**src/rtl/axi4l_reg_bank_if.sv**
```systemverilog
// Request/completion bus between the AXI4-Lite bridge and the register bank.
interface axi4l_reg_bank_if #(
  parameter int NUM_REGS   = 16,
  parameter int DATA_WIDTH = 32
);
  localparam int ADDR_WIDTH = $clog2(NUM_REGS);

  logic [ADDR_WIDTH-1:0]   reg_addr;
  logic [DATA_WIDTH-1:0]   reg_wdata;
  logic [DATA_WIDTH/8-1:0] reg_wstrb;
  logic                    reg_wren;
  logic                    reg_rden;
  logic                    reg_req;
  logic                    reg_ack;
  logic [DATA_WIDTH-1:0]   reg_rdata;

  modport master (
    output reg_addr, reg_wdata, reg_wstrb, reg_wren, reg_rden, reg_req,
    input  reg_ack, reg_rdata
  );

  modport slave (
    input  reg_addr, reg_wdata, reg_wstrb, reg_wren, reg_rden, reg_req,
    output reg_ack, reg_rdata
  );
endinterface

```
**src/rtl/axi4l_reg_bank.sv**
```systemverilog
// Register storage behind the AXI4-Lite bridge: RW / RO / W1C registers with
// a fixed-latency request/ack handshake and hardware set/readback hooks.
module axi4l_reg_bank #(
  parameter int                             NUM_REGS    = 16,
  parameter int                             DATA_WIDTH  = 32,
  parameter logic [NUM_REGS*2-1:0]          ACCESS_CTRL = '0,
  parameter logic [NUM_REGS*DATA_WIDTH-1:0] RESET_VALS  = '0,
  parameter int                             ACK_DELAY   = 1
) (
  input  logic                           axi4l_aclk,
  input  logic                           axi4l_arstn,
  axi4l_reg_bank_if.slave                reg_if,
  input  logic [NUM_REGS*DATA_WIDTH-1:0] hw_ro_data,
  input  logic [NUM_REGS*DATA_WIDTH-1:0] hw_set,
  output logic [NUM_REGS*DATA_WIDTH-1:0] reg_q,
  output logic [NUM_REGS-1:0]            wr_pulse
);

  localparam int AW = $clog2(NUM_REGS);
  localparam int DW = DATA_WIDTH;
  localparam int SW = DATA_WIDTH / 8;

  typedef enum logic [1:0] {
    ST_IDLE = 2'd0,
    ST_WAIT = 2'd1,
    ST_ACK  = 2'd2
  } state_t;

  function automatic logic [DW-1:0] byte_mask(input logic [SW-1:0] strb);
    logic [DW-1:0] m;
    m = '0;
    for (int b = 0; b < SW; b++) begin
      m[8*b +: 8] = strb[b] ? 8'hFF : 8'h00;
    end
    return m;
  endfunction

  state_t          state_r, state_s;
  logic [3:0]      cnt_r, cnt_s;
  logic            cap_s;
  logic [AW-1:0]   addr_r;
  logic [DW-1:0]   wdata_r;
  logic [SW-1:0]   wstrb_r;
  logic            wren_r, rden_r;

  logic [AW-1:0]   eff_addr_s;
  logic [DW-1:0]   eff_wdata_s;
  logic [SW-1:0]   eff_wstrb_s;
  logic            eff_wr_s, eff_rd_s, eff_in_range_s;
  logic [DW-1:0]   wmask_s;
  logic            commit_s;
  logic [NUM_REGS-1:0] wr_hit_s;
  logic [DW-1:0]   rd_val_s [NUM_REGS];
  logic [DW-1:0]   rdata_s;

  logic            ack_r;
  logic [DW-1:0]   rdata_r;
  logic [NUM_REGS-1:0] wr_pulse_r;

  // Next-state logic: IDLE captures, WAIT counts down, ACK lasts one cycle.
  always_comb begin
    state_s = state_r;
    cnt_s   = cnt_r;
    cap_s   = 1'b0;
    case (state_r)
      ST_IDLE: begin
        if (reg_if.reg_req) begin
          cap_s = 1'b1;
          cnt_s = 4'(ACK_DELAY - 1);
          if (ACK_DELAY == 1) begin
            state_s = ST_ACK;
          end else begin
            state_s = ST_WAIT;
          end
        end else begin
          state_s = ST_IDLE;
        end
      end
      ST_WAIT: begin
        cnt_s = cnt_r - 4'd1;
        if (cnt_r <= 4'd1) begin
          state_s = ST_ACK;
        end else begin
          state_s = ST_WAIT;
        end
      end
      ST_ACK:  state_s = ST_IDLE;
      default: state_s = ST_IDLE;
    endcase
  end

  // FSM state, delay counter and captured request fields.
  always_ff @(posedge axi4l_aclk or posedge axi4l_arstn) begin
    if (axi4l_arstn) begin
      state_r <= ST_IDLE;
      cnt_r   <= 4'd0;
      addr_r  <= '0;
      wdata_r <= '0;
      wstrb_r <= '0;
      wren_r  <= 1'b0;
      rden_r  <= 1'b0;
    end else begin
      state_r <= state_s;
      cnt_r   <= cnt_s;
      if (cap_s) begin
        addr_r  <= reg_if.reg_addr;
        wdata_r <= reg_if.reg_wdata;
        wstrb_r <= reg_if.reg_wstrb;
        wren_r  <= reg_if.reg_wren;
        rden_r  <= reg_if.reg_rden;
      end else begin
        addr_r  <= addr_r;
        wdata_r <= wdata_r;
        wstrb_r <= wstrb_r;
        wren_r  <= wren_r;
        rden_r  <= rden_r;
      end
    end
  end

  // With a one-cycle delay the commit edge is the capture edge, so the live inputs apply.
  always_comb begin
    if (state_r == ST_IDLE) begin
      eff_addr_s  = reg_if.reg_addr;
      eff_wdata_s = reg_if.reg_wdata;
      eff_wstrb_s = reg_if.reg_wstrb;
      eff_wr_s    = reg_if.reg_wren;
      eff_rd_s    = reg_if.reg_rden & ~reg_if.reg_wren;
    end else begin
      eff_addr_s  = addr_r;
      eff_wdata_s = wdata_r;
      eff_wstrb_s = wstrb_r;
      eff_wr_s    = wren_r;
      eff_rd_s    = rden_r & ~wren_r;
    end
  end

  assign commit_s       = (state_s == ST_ACK);
  assign wmask_s        = byte_mask(eff_wstrb_s);
  assign eff_in_range_s = (32'(eff_addr_s) < 32'(NUM_REGS));

  // Write decode; out-of-range addresses match no register.
  always_comb begin
    wr_hit_s = '0;
    for (int i = 0; i < NUM_REGS; i++) begin
      wr_hit_s[i] = commit_s & eff_wr_s & (32'(eff_addr_s) == 32'(i));
    end
  end

  for (genvar gi = 0; gi < NUM_REGS; gi++) begin : g_reg
    localparam logic [1:0] ACC = ACCESS_CTRL[2*gi +: 2];

    if (ACC == 2'b00) begin : g_rw
      localparam logic [DW-1:0] RST = RESET_VALS[DW*gi +: DW];
      logic [DW-1:0] store_r;
      logic          unused_s;

      // RW storage: strobed bytes take the write data.
      always_ff @(posedge axi4l_aclk or posedge axi4l_arstn) begin
        if (axi4l_arstn) begin
          store_r <= RST;
        end else if (wr_hit_s[gi]) begin
          store_r <= (store_r & ~wmask_s) | (eff_wdata_s & wmask_s);
        end else begin
          store_r <= store_r;
        end
      end

      assign rd_val_s[gi]        = store_r;
      assign reg_q[DW*gi +: DW]  = store_r;
      assign unused_s = ^{hw_set[DW*gi +: DW], hw_ro_data[DW*gi +: DW]};
    end else if (ACC == 2'b10) begin : g_w1c
      localparam logic [DW-1:0] RST = RESET_VALS[DW*gi +: DW];
      logic [DW-1:0] store_r;
      logic [DW-1:0] clr_s;
      logic          unused_s;

      assign clr_s = wr_hit_s[gi] ? (eff_wdata_s & wmask_s) : '0;

      // W1C storage: clear applied first so a same-cycle hardware set wins.
      always_ff @(posedge axi4l_aclk or posedge axi4l_arstn) begin
        if (axi4l_arstn) begin
          store_r <= RST;
        end else begin
          store_r <= (store_r & ~clr_s) | hw_set[DW*gi +: DW];
        end
      end

      assign rd_val_s[gi]        = store_r;
      assign reg_q[DW*gi +: DW]  = store_r;
      assign unused_s = ^hw_ro_data[DW*gi +: DW];
    end else begin : g_ro
      logic unused_s;
      assign rd_val_s[gi]        = hw_ro_data[DW*gi +: DW];
      assign reg_q[DW*gi +: DW]  = '0;
      assign unused_s = ^hw_set[DW*gi +: DW];
    end
  end

  // Read data: writes and no-op requests return zero.
  always_comb begin
    if (eff_wr_s) begin
      rdata_s = '0;
    end else if (eff_rd_s && eff_in_range_s) begin
      rdata_s = rd_val_s[eff_addr_s];
    end else begin
      rdata_s = '0;
    end
  end

  // Registered completion outputs; rdata holds between acks.
  always_ff @(posedge axi4l_aclk or posedge axi4l_arstn) begin
    if (axi4l_arstn) begin
      ack_r      <= 1'b0;
      rdata_r    <= '0;
      wr_pulse_r <= '0;
    end else begin
      ack_r      <= commit_s;
      wr_pulse_r <= wr_hit_s;
      if (commit_s) begin
        rdata_r <= rdata_s;
      end else begin
        rdata_r <= rdata_r;
      end
    end
  end

  assign reg_if.reg_ack   = ack_r;
  assign reg_if.reg_rdata = rdata_r;
  assign wr_pulse         = wr_pulse_r;

endmodule

```
**src/flat_wrapper.sv**
```systemverilog
// flat-port wrapper written by rule: the top's interface ports become plain ports
module axi4l_reg_bank_flat 
#(
  parameter int                             NUM_REGS    = 16,
  parameter int                             DATA_WIDTH  = 32,
  parameter logic [NUM_REGS*2-1:0]          ACCESS_CTRL = '0,
  parameter logic [NUM_REGS*DATA_WIDTH-1:0] RESET_VALS  = '0,
  parameter int                             ACK_DELAY   = 1
)
  (axi4l_aclk, axi4l_arstn, hw_ro_data, hw_set, reg_q, wr_pulse, reg_if_reg_addr, reg_if_reg_wdata, reg_if_reg_wstrb, reg_if_reg_wren, reg_if_reg_rden, reg_if_reg_req, reg_if_reg_ack, reg_if_reg_rdata);
  axi4l_reg_bank_if #(.NUM_REGS(NUM_REGS), .DATA_WIDTH(DATA_WIDTH)) reg_if_i ();
  input  logic axi4l_aclk;
  input  logic axi4l_arstn;
  input  logic [NUM_REGS*DATA_WIDTH-1:0] hw_ro_data;
  input  logic [NUM_REGS*DATA_WIDTH-1:0] hw_set;
  output logic [NUM_REGS*DATA_WIDTH-1:0] reg_q;
  output logic [NUM_REGS-1:0] wr_pulse;
  input wire logic [$bits(reg_if_i.reg_addr)-1:0] reg_if_reg_addr;
  input wire logic [$bits(reg_if_i.reg_wdata)-1:0] reg_if_reg_wdata;
  input wire logic [$bits(reg_if_i.reg_wstrb)-1:0] reg_if_reg_wstrb;
  input wire logic [$bits(reg_if_i.reg_wren)-1:0] reg_if_reg_wren;
  input wire logic [$bits(reg_if_i.reg_rden)-1:0] reg_if_reg_rden;
  input wire logic [$bits(reg_if_i.reg_req)-1:0] reg_if_reg_req;
  output wire logic [$bits(reg_if_i.reg_ack)-1:0] reg_if_reg_ack;
  output wire logic [$bits(reg_if_i.reg_rdata)-1:0] reg_if_reg_rdata;
  assign reg_if_i.reg_addr = reg_if_reg_addr;
  assign reg_if_i.reg_wdata = reg_if_reg_wdata;
  assign reg_if_i.reg_wstrb = reg_if_reg_wstrb;
  assign reg_if_i.reg_wren = reg_if_reg_wren;
  assign reg_if_i.reg_rden = reg_if_reg_rden;
  assign reg_if_i.reg_req = reg_if_reg_req;
  assign reg_if_reg_ack = reg_if_i.reg_ack;
  assign reg_if_reg_rdata = reg_if_i.reg_rdata;
  axi4l_reg_bank #(.NUM_REGS(NUM_REGS), .DATA_WIDTH(DATA_WIDTH), .ACCESS_CTRL(ACCESS_CTRL), .RESET_VALS(RESET_VALS), .ACK_DELAY(ACK_DELAY)) u_core (.axi4l_aclk(axi4l_aclk), .axi4l_arstn(axi4l_arstn), .reg_if(reg_if_i), .hw_ro_data(hw_ro_data), .hw_set(hw_set), .reg_q(reg_q), .wr_pulse(wr_pulse));
endmodule
```
**config.mk**
```make
export PLATFORM = sky130hd
export DESIGN_NAME = axi4l_reg_bank_flat
export DESIGN_NICKNAME = d
export VERILOG_FILES = /design/src/rtl/axi4l_reg_bank_if.sv /design/src/rtl/axi4l_reg_bank.sv /design/src/flat_wrapper.sv
export SDC_FILE = /design/constraint.sdc
export NUM_CORES = 1
export LEC_CHECK = 0
export BUFFER_PORTS_ARGS = -buffer_cell sky130_fd_sc_hd__buf_2
export CORE_AREA = 2 2 636 638
export DETAILED_ROUTE_END_ITERATION = 10
export DIE_AREA = 0 0 638 640
export PLACE_DENSITY = 0.33
export SYNTH_ARGS = -nofsm -noshare
export SYNTH_HDL_FRONTEND = slang
export SYNTH_SLANG_ARGS = --single-unit
```
**constraint.sdc**
```tcl
create_clock -name axi4l_aclk -period 48.9 [get_ports axi4l_aclk]
set_input_delay 7.335 -clock axi4l_aclk [delete_from_list [all_inputs] [get_ports axi4l_aclk]]
set_output_delay 7.335 -clock axi4l_aclk [all_outputs]
set_load 0.01 [all_outputs]
```
After elaboration in Yosys (flattened, before gate mapping)
Cells that the tools add are included.
- equal/unequal tests: 18
- add/sub/neg operators: 1
- order comparisons: 2
- reductions and logical operators: 4
- bitwise operators: 56
- mux-type cells: 21
- operators with widths (cell ; count):
    AND 32 bit ; 17
    bitwise OR 32 bit ; 16
    2-to-1 mux 32 bit ; 5
    binary-select mux 32 bit (select 4 bit) ; 1
    == test 4 bit (second input constant) ; 8
    2-to-1 mux 8 bit ; 4
    inverter 32 bit ; 1
    AND 1 bit ; 19
    == test 4 x 3 -> 1 bit (second input constant) ; 4
    2-to-1 mux 4 bit ; 3
    == test 4 x 2 -> 1 bit (second input constant) ; 2
    one-hot mux 4 bit (2 select lines) ; 1
    greater-or-equal comparator 5 bit (second input constant) ; 1
    inverter 4 -> 5 bit ; 1
    == test 4 x 1 -> 1 bit (second input constant) ; 1
    less-or-equal comparator 4 x 1 -> 1 bit (second input constant) ; 1
    logical NOT 4 bit ; 1
    2-to-1 mux 1 bit ; 4
    2-to-1 mux 2 bit ; 2
    one-hot mux 2 bit (2 select lines) ; 1
    subtractor 4 x 1 -> 4 bit (second input constant) ; 1
    == test 2 x 1 -> 1 bit (second input constant) ; 1
    == test 2 bit (second input constant) ; 1
    logical NOT 2 bit ; 1
    4 further kinds ; 5
- bits in registers: 609
- output and inout port bits: 561
- logic and storage cells: 128
- input bits: 1069

Longest topological paths before layout
- depth after elaboration: 8
- mapped depth: 11
- depth with buffers taken out: 8

Least setup slack after synthesis
No wires, ideal clock.
- path kind: input to register
- start: input reg_if_reg_req
- end: register (tool-made name)
- library setup time: 132 ps
- stages on the path: 9
- arrival: 9004 ps
- slack: 39764 ps
- path buffers: 3
- data required time: 48768 ps
- cells stage by stage: or3b_2 > o41a_4 > buf_6 > nor3b_4 > buf_6 > nand3_4 > buf_6 > nand2_1 > o21ai_2
- RTL lines (element ; line ; text):
    start, declared ; flat_wrapper.sv:23 ; input wire logic [$bits(reg_if_i.reg_req)-1:0] reg_if_reg_req;

==> metrics.log <==
INFO  metric run_status = finished, violations left
INFO  metric violated_checks = max-capacitance violations
INFO  metric required = about 50 ns
INFO  metric async_reset_ff_frac = 1.000
INFO  metric globalRouteOverflowTotal = 0
INFO  metric gpl.final_weighted_congestion = just over 0.8
INFO  metric synth-compound-area-share = 0.2053
INFO  metric syn-instance-count = 2541
INFO  metric place.port_buffers = 605
INFO  metric yosys.area_share.simple = 0.1267
INFO  metric rsz0062_at_grt = no
INFO  metric power.sequential.fraction = 0.388
INFO  metric timing.reg2reg.setup_slack = ~44 ns
INFO  metric largest_family_of_logic_cells_by_synthesized_area = compound AO/OA/AOI/OAI gates
INFO  metric io_pins = 1630
INFO  metric setup_violators_final = 0
INFO  metric clock_power_share = 0.379
INFO  metric clock_tree.htree_level_count = 3
INFO  metric synth_top_cells_by_area = sky130_fd_sc_hd__dfrtp_1 (60%), sky130_fd_sc_hd__o21ai_0 (12%), sky130_fd_sc_hd__nand2_1 (8.3%)
INFO  metric worst_slew_margin_rel = 0.01424
INFO  metric worstSetupEndpointType = asynchronous set/reset pin
INFO  metric p_sw_frac = 0.3634
INFO  metric worstMarginPinSlew = 1.463 ns
INFO  metric dp_hpwl = between 100000 and 150000 um
INFO  metric setup-tns-final = 0 ns
INFO  metric synth-main-ff-cell = sky130_fd_sc_hd__dfrtp_1
INFO  metric finalCoreUtilization = 0.09433
INFO  metric core = between 0.4 and 0.5 sq mm
INFO  metric layout_min_cycle_time = between 10 and 15 ns
INFO  metric fin_nets = 4181
INFO  metric period_share = 0.2206
INFO  metric floorplan.die_area = 0.4083 sq mm
INFO  metric synthesis.nets = around 3600
INFO  metric die_height = 640 um
INFO  metric fp.dieW = 638 um
INFO  metric cell_internal_power_dissipation = between 1000 and 1500 uW
INFO  metric p_switching = 609.8 uW
INFO  metric cts_hold_repair.buffers = 0
INFO  metric cts_resized = 0
INFO  metric worst-setup-path-type = input port to asynchronous set/reset pin
INFO  metric cts_sinks = 609
INFO  metric power_frac_comb = 0.232
INFO  metric drt_wl_total = 185600 um
INFO  metric mux_contribution_to_synthesized_area = 0.03230
INFO  metric ys.warnings.count = 0
INFO  metric synth-edff-count = 0
INFO  metric critical_path_peak_fanout = 90
INFO  metric synth_xor_xnor_area_share = 0.0003425
INFO  metric antenna_violating_nets_post_route = 0
INFO  metric grt_usage = 0.08764
INFO  metric detailroute.via_count = 23180
INFO  metric hold_path_class = register to register
INFO  metric post_synth_instance_area = 0.02557 sq mm
INFO  metric cts.reportedPaths.clkPinSlew = 0.05 ns
INFO  metric max_freq = between 0.09 and 0.1 GHz
INFO  metric cellLeakagePower = 0.01596 uW
INFO  metric first_global_vias = 22900
INFO  metric cts.path.max_buffers = 4
INFO  metric insertion_delay = 0.83 ns
INFO  metric layout-drive-gt1-share = 0.3004
INFO  metric maxSlewViolCount = 0
INFO  metric routed_vias_inst = roughly 2.7
INFO  metric post-synth-top-area-cell = sky130_fd_sc_hd__dfrtp_1
INFO  metric drt_iter0_drc = 1491
INFO  metric grt_antenna_before_repair = 51
INFO  metric yosysSeqAreaShare = 0.5960
INFO  metric clk_root_buffer_cell = sky130_fd_sc_hd__clkbuf_16
INFO  metric synth.distinct_cells = 46
INFO  metric cp-start-kind = input port
INFO  metric start_util = 0.06369
INFO  metric synthAdderAreaFrac = 0.0009787
INFO  metric irDropWorstVdd = 0.00002732 V
INFO  metric cts_buf_count = 84
INFO  metric ys_seq_elements = between 600 and 700
INFO  metric route.detailed.drc = 0
INFO  metric clock-skew-final = about 0.11 ns
INFO  metric flow.area_growth_from_synthesis = 48.10%
INFO  metric setup_ws = 38.12 ns
INFO  metric synth_area_per_cell = 10.06 sq um
INFO  metric maximum_number_of_pins_on_one_net_before_global_route_repair = 91
INFO  metric cellPowerDensity = 44.31 mW/mm^2
INFO  metric post_synth_most_frequent_cells = sky130_fd_sc_hd__dfrtp_1 (609), sky130_fd_sc_hd__o21ai_0 (609), sky130_fd_sc_hd__nand2_1 (562), sky130_fd_sc_hd__o22ai_1 (248), sky130_fd_sc_hd__clkbuf_1 (113)
INFO  metric dpl_worst_slack = approximately 37 ns
INFO  metric final_hold_viol_count = 0
INFO  metric drt-pass1-iter-count = 5
INFO  metric maxCapViolations = 1
INFO  metric drt-wirelength-per-cell = about 22 um
INFO  metric grt_first_pass_wirelength = roughly 240000 um
INFO  metric cts_setup_buffers = 0
INFO  metric synthDominantCellAreaShare = 0.5960
INFO  metric rows = 233
INFO  metric clock_tree_from_tritoncts = yes
INFO  metric worstPathArrival = roughly 11 ns
-- critical path, cell delays in order --
cell and delay, ns:
sky130_fd_sc_hd__buf_2 0.13, sky130_fd_sc_hd__inv_8 0.52, sky130_fd_sc_hd__buf_4 0.75, sky130_fd_sc_hd__buf_4 0.74, sky130_fd_sc_hd__buf_4 0.81, sky130_fd_sc_hd__buf_4 0.90
-- cell families after synthesis --
kind of cell / Yosys count
xor gates and xnor gates: 1
buffers and inverters: 203
and+or+nand+nor: 706
muxes: 76
AOI/OAI and AO/OA: 944
DFF: 609
adders and majority gates: 2
-- per-stage QoR --
step | cells | cell area [sq um] | hold slack, ns | power (uW)
floorplan | 2541 | 25570 | 0.4708 | 798.0
global placement | 8311 | 35060 | 0.4657 | 1061
detailed placement | 8311 | 35060 | 0.4712 | 1065
CTS | 8459 | 37810 | 0.4857 | 1718
global route | 8465 | 37830 | 0.5094 | 1763
finish | 8481 | 37870 | 0.4791 | 1678
-- power by group through the flow --
stage          logic (uW)  registers [uW]  clock network, uW
3_5_place_dp          404             660                  0
3_3_place_gp          404             658                  0
2_1_floorplan         129             669                  0
5_1_grt               424             662                677
6_report              390             651                636
4_1_cts               405             652                660
-- worst paths after layout --
path,start,to,cells past startpoint
worst min register to register,u_core.reg_if.reg_rdata[0]$_DFFE_PP0N_,u_core.reg_if.reg_rdata[0]$_DFFE_PP0N_,2
worst max register to register,u_core.state_r[0]$_DFF_PP0_,u_core.reg_if.reg_rdata[5]$_DFFE_PP0N_,7
worst min-delay path,u_core.reg_if.reg_rdata[0]$_DFFE_PP0N_,u_core.reg_if.reg_rdata[0]$_DFFE_PP0N_,2
max in group axi4l_aclk,reg_if_reg_req,register,8
min in group asynchronous,axi4l_arstn,asynchronous set/reset pin,2
worst max-delay path,axi4l_arstn,asynchronous set/reset pin,6
-- layer usage --
| layer | track usage | wire length, um | share of wire | vias to the layer above |
|---|---|---|---|---|
| li1 | - | - | - | 10240 |
| met1 | 0.1034 | 74090 | 0.40 | 11720 |
| met2 | 0.1451 | 87220 | 0.47 | 952 |
| met3 | 0.03384 | 17290 | 0.093 | 246 |
| met4 | 0.02846 | 6887 | 0.037 | 24 |
| met5 | 0 | 157 | 0.00085 | - |
-- placed cells by master (no fill, tap or decap), drive strengths merged, types with 22 or more instances in the layout --
| master | count |
|---|---|
| o22ai | 248 |
| mux2 | 42 |
| o21ai | 675 |
| nand2 | 562 |
| diode | 22 |
| nand4 | 31 |
| nand3 | 67 |
| buf | 681 |
| dfrtp | 609 |
| mux2i | 34 |
| clkbuf | 124 |
-- area by class of cell --
cell class / count / area, sq um
diodes: 22 / 55.05
clock buffers: 124 / 2486
clock inverters: 24 / 269.0
fillers: 46300 / 363600
inverters: 5 / 26.28
multi-input cells: 1729 / 9539
flip-flops and latches: 609 / 15240
well taps: 5287 / 6615
repair buffers: 681 / 3636
No activity file was read; power rests on OpenSTA's default activity.
